`config.mk`:
```
export PLATFORM = sky130hd
export DESIGN_NAME = uart_cmd_decoder
export DESIGN_NICKNAME = d
export VERILOG_FILES = /design/src/rtl/uart_cmd_decoder.sv
export SDC_FILE = /design/constraint.sdc
export NUM_CORES = 1
export LEC_CHECK = 0
export BUFFER_PORTS_ARGS = -buffer_cell sky130_fd_sc_hd__buf_4
export CELL_PAD_IN_SITES_DETAIL_PLACEMENT = 0
export CELL_PAD_IN_SITES_GLOBAL_PLACEMENT = 1
export CORE_MARGIN = 3
export CORE_UTILIZATION = 30
export CTS_CLUSTER_DIAMETER = 120
export DETAILED_ROUTE_END_ITERATION = 10
export PLACE_DENSITY = 0.68
export SLEW_MARGIN = 20
export SYNTH_ARGS = -nofsm -noshare
export SYNTH_HDL_FRONTEND = slang
export SYNTH_SLANG_ARGS = --single-unit
export TNS_END_PERCENT = 50
```
`constraint.sdc`:
```
create_clock -name clk -period 3.35 [get_ports clk]
set_input_delay 0.5025 -clock clk [delete_from_list [all_inputs] [get_ports clk]]
set_output_delay 0.5025 -clock clk [all_outputs]
set_load 0.03 [all_outputs]
```
`src/rtl/uart_cmd_decoder.sv`:
```
// uart_cmd_decoder
// Command layer between uart_rx/uart_tx and the config regfile.
// Packet layout (request and reply): [17] parity, [16:9] addr, [8:1] data, [0] wrb.
// Requests must carry odd parity over all 18 bits. wrb=0 is a write, wrb=1 is a read.
// Only one packet is in flight at a time. uart_rx is unloaded only from IDLE,
// so later packets wait inside the receiver.
//
// state    | meaning
// ---------+------------------------------------------------------------
// IDLE     | waiting for uart_rx to hold a packet
// UNLOAD   | uld_rx_data pulse is out; capture the packet at this edge
// CHECK    | parity and address range check, error counting
// ACCESS   | issue the single-cycle regfile write or read strobe
// RDWAIT   | read strobe cycle, then the cycle where reg_rd_data is valid
// LOAD     | present the reply and handshake ld_tx_data against tx_busy
// BUSYWAIT | wait for uart_tx to finish shifting the reply
module uart_cmd_decoder #(
  parameter int NUMREGS   = 42,
  parameter int WORDWIDTH = 8
) (
  input  logic                 clk,
  input  logic                 reset,
  input  logic [17:0]          rx_data,
  input  logic                 rx_empty,
  output logic                 uld_rx_data,
  output logic [17:0]          tx_data,
  output logic                 ld_tx_data,
  input  logic                 tx_busy,
  output logic [7:0]           reg_addr,
  output logic                 reg_wr_en,
  output logic [WORDWIDTH-1:0] reg_wr_data,
  output logic                 reg_rd_en,
  input  logic [WORDWIDTH-1:0] reg_rd_data,
  output logic [7:0]           parity_err_count,
  output logic [7:0]           range_err_count
);

  // Highest implemented regfile address; anything above it is a range error.
  localparam logic [7:0] LAST_ADDR = 8'(NUMREGS - 1);

  typedef enum logic [2:0] {
    S_IDLE     = 3'd0,
    S_UNLOAD   = 3'd1,
    S_CHECK    = 3'd2,
    S_ACCESS   = 3'd3,
    S_RDWAIT   = 3'd4,
    S_LOAD     = 3'd5,
    S_BUSYWAIT = 3'd6
  } state_t;

  state_t               r_state;
  logic [17:0]          r_pkt;
  logic                 r_rd_phase;
  logic                 r_uld;
  logic [17:0]          r_tx_data;
  logic                 r_ld;
  logic [7:0]           r_reg_addr;
  logic                 r_wr_en;
  logic [WORDWIDTH-1:0] r_wr_data;
  logic                 r_rd_en;
  logic [7:0]           r_par_cnt;
  logic [7:0]           r_rng_cnt;

  logic [7:0]           w_pkt_addr;
  logic [WORDWIDTH-1:0] w_pkt_data;
  logic                 w_pkt_wrb;
  logic                 w_par_ok;
  logic                 w_in_range;

  // Field extraction and checks on the held packet.
  assign w_pkt_addr = r_pkt[16:9];
  assign w_pkt_data = r_pkt[8:1];
  assign w_pkt_wrb  = r_pkt[0];
  assign w_par_ok   = ^r_pkt;
  assign w_in_range = (w_pkt_addr <= LAST_ADDR);

  // Build a reply with its parity bit chosen so the whole 18-bit word is odd.
  function automatic logic [17:0] mk_reply(input logic [7:0]           addr,
                                           input logic [WORDWIDTH-1:0] data,
                                           input logic                 wrb);
    logic [16:0] body;
    body = {addr, data, wrb};
    return {~^body, body};
  endfunction

  // Command sequencer with registered outputs; strobes default low every cycle.
  always_ff @(posedge clk) begin
    if (reset) begin
      r_state    <= S_IDLE;
      r_pkt      <= '0;
      r_rd_phase <= 1'b0;
      r_uld      <= 1'b0;
      r_tx_data  <= '0;
      r_ld       <= 1'b0;
      r_reg_addr <= '0;
      r_wr_en    <= 1'b0;
      r_wr_data  <= '0;
      r_rd_en    <= 1'b0;
      r_par_cnt  <= '0;
      r_rng_cnt  <= '0;
    end else begin
      r_uld   <= 1'b0;
      r_wr_en <= 1'b0;
      r_rd_en <= 1'b0;

      case (r_state)
        S_IDLE: begin
          if (!rx_empty) begin
            r_uld   <= 1'b1;
            r_state <= S_UNLOAD;
          end
        end

        S_UNLOAD: begin
          r_pkt   <= rx_data;
          r_state <= S_CHECK;
        end

        S_CHECK: begin
          if (!w_par_ok) begin
            if (r_par_cnt != 8'hFF) r_par_cnt <= r_par_cnt + 8'd1;
            r_state <= S_IDLE;
          end else if (!w_in_range) begin
            // No regfile access; reads answer with zero data, writes echo.
            if (r_rng_cnt != 8'hFF) r_rng_cnt <= r_rng_cnt + 8'd1;
            r_tx_data <= mk_reply(w_pkt_addr, w_pkt_wrb ? '0 : w_pkt_data, w_pkt_wrb);
            r_state   <= S_LOAD;
          end else begin
            r_state <= S_ACCESS;
          end
        end

        S_ACCESS: begin
          r_reg_addr <= w_pkt_addr;
          if (w_pkt_wrb) begin
            r_rd_en    <= 1'b1;
            r_rd_phase <= 1'b0;
            r_state    <= S_RDWAIT;
          end else begin
            r_wr_en   <= 1'b1;
            r_wr_data <= w_pkt_data;
            r_tx_data <= mk_reply(w_pkt_addr, w_pkt_data, 1'b0);
            r_state   <= S_LOAD;
          end
        end

        S_RDWAIT: begin
          // First cycle carries the strobe; read data is valid in the second.
          // ld_tx_data is raised on the way out so the read reply is not
          // delayed by a further cycle in LOAD.
          if (!r_rd_phase) begin
            r_rd_phase <= 1'b1;
          end else begin
            r_rd_phase <= 1'b0;
            r_tx_data  <= mk_reply(w_pkt_addr, reg_rd_data, 1'b1);
            r_ld       <= !tx_busy;
            r_state    <= S_LOAD;
          end
        end

        S_LOAD: begin
          // Hold the request until uart_tx reports busy; never raise it while
          // an earlier transmission is still shifting.
          if (r_ld) begin
            if (tx_busy) begin
              r_ld    <= 1'b0;
              r_state <= S_BUSYWAIT;
            end
          end else if (!tx_busy) begin
            r_ld <= 1'b1;
          end
        end

        S_BUSYWAIT: begin
          if (!tx_busy) r_state <= S_IDLE;
        end

        default: begin
          r_state <= S_IDLE;
        end
      endcase
    end
  end

  assign uld_rx_data      = r_uld;
  assign tx_data          = r_tx_data;
  assign ld_tx_data       = r_ld;
  assign reg_addr         = r_reg_addr;
  assign reg_wr_en        = r_wr_en;
  assign reg_wr_data      = r_wr_data;
  assign reg_rd_en        = r_rd_en;
  assign parity_err_count = r_par_cnt;
  assign range_err_count  = r_rng_cnt;

endmodule

```
== Word level (Yosys, flattened, before mapping) ==
Cells that the tools add are included.
Operators by class
  add/subtract/negate cells: 2
  multipliers: 0
  divide/modulo/power cells: 0
  magnitude comparators: 1
  equality and inequality tests: 17
  shift operators: 0
  multiplexer cells: 24
  bitwise operators: 5
  reduce and logical (&&, ||, !) cells: 18
Operator list (count)
  $mux 18: 4
  $pmux 18 s3: 1
  $reduce_xnor 17->1: 3
  $mux 3: 7
  $pmux 3 s7: 1
  $ne 2x2->1 const B: 9
  $reduce_xor 18->1: 1
  $add 8x1->8 const B: 2
  $ne 8x8->1 const B: 2
  $reduce_and 5->1: 2
  $eq 3x3->1 const B: 3
  $le 8x6->1 const B: 1
  $mux 1: 8
  $mux 8: 1
  $eq 3x2->1 const B: 2
  $reduce_and 2->1: 3
  $not 1->1: 5
  $pmux 1 s2: 2
  $reduce_and 4->1: 1
  $reduce_bool 2->1: 2
  $reduce_or 2->1: 2
  $eq 3x1->1 const B: 1
  $logic_not 3->1: 1
  $reduce_and 3->1: 1
  2 further kinds: 2
Word-level totals
  flip-flop bits (word level): 76
  latch bits: 0
  memory bits (writable): 0
  memory bits (read-only): 0
  bits of input ports: 30
  output and inout bits: 54
  logic and storage cells: 79
  memories kept: 0

== Logic depth before layout (Yosys ltp) ==
Gate-level depths: netlist of the first run.
  depth after elaboration: 5
  depth in mapped cells: 9
  depth with buffers taken out: 7

== Worst setup path after synthesis of the first run ==
No wires, ideal clock.
  path kind: reg-to-reg
  start point: register r_pkt[2]
  end point: register r_par_cnt[5], in the netlist parity_err_count[5]
  setup time: 123 ps
  data arrival time: 2320 ps
  required time: 3227 ps
  path slack: 907 ps
  cell stages (with the launch flop): 7
  path buffers: 0
  clock period less this slack: 2443 ps
  cells stage by stage: dfxtp_1 -> xnor3_1 -> xnor3_1 -> xnor3_2 -> xnor2_2 -> nor4_1 -> mux2_1
Between the ends
  cells in the longest elaborated chain, start to end: 3
Ends and longest elaborated chain
  start, declared: RTL line 52  | logic [17:0] r_pkt;
  start signal, assigned: RTL line 115  | r_pkt <= rx_data;
  $reduce_xor 18->1: RTL line 74  | assign w_par_ok = ^r_pkt;
  $not 1->1 (no source line)
  $reduce_and 3->1 (no source line)
  end signal, assigned: RTL line 121  | if (r_par_cnt != 8'hFF) r_par_cnt <= r_par_cnt + 8'd1;
  end, declared: RTL line 61  | logic [7:0] r_par_cnt;
No other way between the ends.
A chain may end at the register's enable or synchronous reset.

== Worst setup path after layout of the first run ==
  start point: register r_pkt[2]
  end point: register r_rng_cnt[1], in the netlist range_err_count[1]
Between the ends
  cells in the longest elaborated chain, start to end: 2
Ends and longest elaborated chain
  $reduce_xor 18->1: RTL line 74
  $reduce_and 4->1 (no source line)
  end signal, assigned: RTL line 125  | if (r_rng_cnt != 8'hFF) r_rng_cnt <= r_rng_cnt + 8'd1;
  end, declared: RTL line 62  | logic [7:0] r_rng_cnt;
No other way between the ends.

==> results of run 1 <==
==> cells in the final DEF, fill, tap and decap left out, types with 3 or more instances in the layout <==
cell type	synthesis	final
a211oi_1	4	4
a21oi_1	61	61
a222oi_1	7	7
a311oi_1	4	4
buf_4	1	92
clkbuf_16	0	9
dfxtp_1	76	76
ha_1	4	4
inv_1	4	4
inv_6	0	3
nand2_1	87	87
nand3_1	18	18
nand4_1	3	3
nor2_1	19	19
nor2b_1	7	7
nor3_1	20	20
o21ai_0	16	16
o31ai_1	5	5
or3_1	6	6
or4_1	5	5
xnor2_1	17	17
xnor3_1	3	3
xor2_1	5	5
==> worst max path at each step <==
stage	end	slack [ns]	depth (start not counted)
after floorplan	parity_err_count[5]	0.91	6
after CTS	range_err_count[1]	0.51	6
after global routing	range_err_count[6]	0.34	6
final	range_err_count[1]	0.50	6
after global placement	range_err_count[1]	0.65	6
after detailed placement	range_err_count[1]	0.53	6
==> logic make-up (layout without fill, tap and decap cells) <==
family	count (synthesis)	in the layout	share of synthesized area, %
adders and majority gates	4	4	1.41
and+or+nand+nor	178	178	23.0
xor gates and xnor gates	27	27	8.46
muxes	6	6	2.15
buffers and inverters	30	112	3.56
DFF	76	76	42.9
AOI/OAI and AO/OA	109	109	18.6
==> synth_stat cells, types with 2 or more instances <==
library cell  instances  area (sq um)
nor2b_1               7          43.8
nand2_1              87           327
a311oi_1              4          35.0
xnor2_1              17           149
a2111oi_0             2          17.5
o31ai_1               5          37.5
nand4_1               3          18.8
a21oi_1              61           305
ha_1                  4          50.1
a222oi_1              7          70.1
a211oi_1              4          30.0
buf_2                 2          10.0
mux2_1                2          22.5
nor4_1                2          12.5
nor2_1               19          71.3
o21a_1                2          15.0
or4_1                 5          37.5
clkbuf_1             21          78.8
inv_1                 4          15.0
or3_1                 6          37.5
mux2i_1               2          20.0
nor3_1               20           100
xnor3_1               3          67.6
or2_2                 2          12.5
dfxtp_1              76          1520
nor3b_1               2          15.0
nand2b_1              2          12.5
nand3_1              18          90.1
o21ai_0              16          80.1
xor2_1                5          43.8
==> metal layers <==
metal / wire length, um / GRT usage, % / up-vias
li1: - / - / 1681
met1: 5170 / 23.1 / 1554
met2: 4250 / 21.8 / 101
met3: 575 / 2.63 / 9
met4: 180 / 7.28 / 0
met5: 0 / 0 / -
==> stage by stage <==
step	utilization, %	std cells	setup slack, ns	power [W]
6_report	40.2	655	0.500	0.00312
5_1_grt	40.2	655	0.338	0.00330
4_1_cts	40.2	655	0.510	0.00315
3_5_place_dp	37.6	639	0.527	0.00215
3_3_place_gp	37.6	639	0.653	0.00216
2_1_floorplan	-	430	0.907	0.00192
==> sequential cells by signal, summed over array words and instances (netlist names) <==
signal	count
parity_err_count	8
tx_data	18
reg_addr	8
reg_wr_en	1
range_err_count	8
uld_rx_data	1
r_state	3
r_rd_phase	1
ld_tx_data	1
reg_wr_data	8
reg_rd_en	1
r_pkt	18
==> critical path, delay by kind of cell, from the launching register on <==
kind | cells | cell delay [ns]
XOR/XNOR | 3 | 1.21
multiplexers | 2 | 1.04
flip-flops | 1 | 0.40
AND/OR/NAND/NOR | 1 | 0.05
==> area by class of cell <==
type                    instances  area, sq um
fillers                      1184         6860
multi-input cells             324         1900
flip-flops and latches         76         1520
repair buffers                 92          691
clock buffers                   9          225
well taps                     143          179
clock inverters                 7         73.8
inverters                       4         15.0
==> where the power goes <==
group / internal [W] / total (W) / leakage, nW / switching (W)
sequential: 0.000967 / 0.00103 / 0.615 / 0.0000660
clock: 0.000582 / 0.000984 / 0.147 / 0.000402
combinational: 0.000468 / 0.00110 / 0.985 / 0.000633
total: 0.00202 / 0.00312 / 1.75 / 0.00110
==> impl_metrics.toml, run 1 <==
[timing]
maxSlewHeadroom_pct = 39.2
maxSlewViolCount = 0
timing.final.hold_violations = 0
fin_hold_ws_ns = 0.342
setup_violations = 0
period_minus_slack_ns = 2.85
timing.final.crit_share_pct = 85.1
rsz0062_at_grt = "false"
fmax_ghz = 0.351
fin_worst_skew_ns = 0.00780
worst_slew_pin_slew_ns = 0.887
tns_ns = 0

[detailed_routing]
vias = 3345
first_pass_iters = 6
drcViolationCount = 0
drtIter0Drc = 197
routed_via_density = 5.11
wl_per_cell_um = 15.5
drt_wl_total_um = 10200
antenna_left = 0

[power_and_ir_drop]
power.leakage_nw = 1.75
ir_drop_mv = 0.388
cellPowerDensity_nw_per_um2 = 677

[grt]
grt_first_pass_wirelength_um = 16200
overflow = 0
first_global_vias = 3149
grt_util_all_layers_pct = 15.6
antenna_found_initial = 0
grt_max_degree = 79

[cts]
clockRootBuffer = "clkbuf_16"
cts_tree = "done"
post_cts_resized = 0
hold_buffers = 0
cts_buffer_depth = 2
htree_levels = 3
cts_setup_buffers = 0
path_clk_slew_ns = 0.06
cts.sinks = 76
numCtsBuffers = 9
clock_latency_ns = 0.34

[setup_path]
r2r_start = "r_pkt[2]"
crit_chain = "xnor3_1 -> xnor3_1 -> xnor3_2 -> mux2i_1 -> mux2i_1 -> nor2_1"
crit_required_ns = 3.55
max_stage_delay_ns = 0.78
cp.arrival_ns = 3.05
crit_slowest_cell = "mux2i_1"
reg2reg_depth = 6
startpoint = "r_pkt[2]"
endpoint_kind = "flip-flop"
rrSetupSlack_ns = 0.50
crit_type = "reg2reg"
r2r-end = "range_err_count[1]"
cp_max_fo = 12
startpoint_type = "flip-flop"

[die]
io_pins = 84
rows = 39
die_w_um = 115
die-area_sq_um = 13200
coreArea_sq_um = 11500
start_util_pct = 31.0
die_h_um = 115

[place]
place_area_sq_um = 4310
port_buffers = 83
routabilityCongestion = 0.852
dp_hpwl_um = 7240

[synthesis]
synth_flop_cell = "dfxtp_1"
ys_ff_latch = 76
async_reset_ff_share_pct = 0
synthDistinctLibCells = 50
syn-num-nets = 464
ys_warn_count = 0
syn_area_sq_um = 3550
synthCells = 430
syn_avg_cell_area_sq_um = 8.26
yosysSeqAreaShare_pct = 42.9
synth_edf_count = 0

[hold_path]
min_from = "rx_empty"
holdPathEnd = "uld_rx_data"
hold_path_depth = 2
hp-class = "in2reg"

[run_status]
status = "complete, no violations"

[cells_and_area]
diodes = 0
drive_gt1_share_pct = 22.7
areaGrowthSynthToFinish_pct = 29.8
fin_area_sq_um = 4610
final_nets = 541

[job]
maxCapViolations = 0
(Power assumes the default switching activity.)
==> run 2: changes to the inputs <==
Clock period 3.35 ns to 2.75 ns, I/O delays scaled along.
==> run 2 against run 1 <==
  * Global-route usage grew 0.26 points
  * Sequential power grew 21%
  * Critical path depth grew 1
  * Combinational power is 38% higher
  * Total power increased by 23%
  * Core utilization up 0.75 points
  * Cell count increased by 2.1%
  * Final area is 1.9% higher
  * Sequential share of layout area is 0.61 points lower
  * Register-to-register slack got worse by 0.39 ns
  * Largest cell class unchanged
  * Highest routed layer unchanged
==> impl_metrics.toml, run 2 (synthesis results as in run 1) <==
[cts]
numCtsBuffers = 9
hold_buffers = 0
cts.sinks = 76
clockRootBuffer = "clkbuf_16"
cts_tree = "done"
path_clk_slew_ns = 0.06
cts_buffer_depth = 2
htree_levels = 3
clock_latency_ns = 0.34

[setup_path]
path_delay_family = "XOR/XNOR gates"
endpoint_kind = "flip-flop"
crit_type = "reg2reg"
cp.arrival_ns = 2.90
cp_max_fo = 12
startpoint_type = "flip-flop"
path_buf_inv = 1
crit_slowest_cell = "xnor3_2"
crit_chain = "xnor3_1 -> xnor3_1 -> xnor3_2 -> mux2i_1 -> buf_4 -> or4_1 -> a21oi_1"
crit_required_ns = 3.01
max_stage_delay_ns = 0.57
cpMostUsedCell = "xnor3_1"

[hold_path]
hp-class = "in2reg"

[timing]
tns_ns = 0
timing.final.hold_violations = 0
maxSlewHeadroom_pct = 55.4
setup_violations = 0
timing.final.crit_share_pct = 96.2
fin_ws_ns = 0.106
period_minus_slack_ns = 2.64
fin_worst_skew_ns = 0.00831
worst_slew_pin_slew_ns = 0.668
fmax_ghz = 0.378
rsz0062_at_grt = "true"
maxSlewViolCount = 0

[cells_and_area]
final_common_cell = "buf_4"
fin_util_pct = 40.9
final_cell_mix = "106 x buf_4, 87 x nand2_1, 76 x dfxtp_1"
diodes = 0
areaGrowthSynthToFinish_pct = 32.2
drive_gt1_share_pct = 24.5
final_nets = 555
fin_area_sq_um = 4690

[place]
dp_hpwl_um = 7410
place_ws_ns = 0.103
routabilityCongestion = 0.799
port_buffers = 83
place_area_sq_um = 4380

[detailed_routing]
drcViolationCount = 0
routed_via_density = 5.05
drt_wl_total_um = 10300
antenna_left = 0
drtIter0Drc = 211
first_pass_iters = 5
wl_per_cell_um = 15.4
vias = 3381

[die]
io_pins = 84
die-area_sq_um = 13200
start_util_pct = 31.0
die_w_um = 115
coreArea_sq_um = 11500
rows = 39
die_h_um = 115

[grt]
use_met3_pct = 2.63
grt_first_pass_wirelength_um = 16600
first_global_vias = 3235
antenna_found_initial = 0
grt_busiest_layer = "met1"
overflow = 0
grtUsageMet1_pct = 23.6
grtUsageMet2_pct = 22.7
grt_max_degree = 63
grt_util_all_layers_pct = 15.8

[job]
maxCapViolations = 0

[run_status]
status = "complete, no violations"

[power_and_ir_drop]
ir_drop_mv = 0.422
power.leakage_nw = 1.80
cellPowerDensity_nw_per_um2 = 818
## run 2: cell count changes in the layout (fill, tap and decap cells not counted), sizes merged
cell,delta
inv,-2
bufinv,-1
buf,+14
clkinv,+2
clkbuf,+1
## run 2: final cells by class
type,count,area [sq um]
repair buffers,106,796
flip-flops and latches,76,1520
multi-input cells,324,1910
inverters,4,15.0
fillers,1189,6770
clock inverters,6,40.0
well taps,143,179
clock buffers,10,229
## run 2: final timing paths
| kind | from | end | cells past startpoint | slack (ns) |
|---|---|---|---|---|
| worst max-delay path | r_pkt[2] | range_err_count[7] | 7 | 0.11 |
| worst min-delay path | rx_empty | uld_rx_data | 2 | 0.26 |
| worst max register to register | r_pkt[2] | range_err_count[7] | 7 | 0.11 |
| worst min register to register | reg_addr[3] | reg_addr[3] | 2 | 0.45 |
## run 2: metal layers
| metal | part of all wire (%) | up-vias | wire length [um] |
|---|---|---|---|
| met3 | 5.5 | 13 | 564 |
| met5 | 0 | - | 0 |
| met1 | 51 | 1554 | 5270 |
| met2 | 41 | 99 | 4270 |
| li1 | - | 1715 | - |
| met4 | 1.9 | 0 | 194 |
## run 2: what timing repair did
action	4_1_cts	5_1_grt
setup endpoints to repair	0	7
buffers inserted	0	4
gates resized for setup	0	1
## run 2: stage by stage
step / total power, W / cells / hold slack (ns)
CTS: 0.00382 / 665 / 0.253
detailed placement: 0.00271 / 649 / 0.447
finish: 0.00384 / 669 / 0.262
global placement: 0.00273 / 649 / 0.448
floorplan: 0.00234 / 430 / 0.458
global route: 0.00406 / 669 / 0.271
## run 2: report_power, final
group	switching (W)	total, W	leakage, nW	internal (W)
sequential	0.0000668	0.00125	0.615	0.00118
combinational	0.000836	0.00152	1.05	0.000682
clock	0.000465	0.00108	0.133	0.000610
## run 2: worst register-to-register path: stages (launching register included)
cell,delay (ns)
dfxtp_1,0.33
xnor3_1,0.40
xnor3_1,0.24
xnor3_2,0.57
mux2i_1,0.17
buf_4,0.19
or4_1,0.50
a21oi_1,0.16
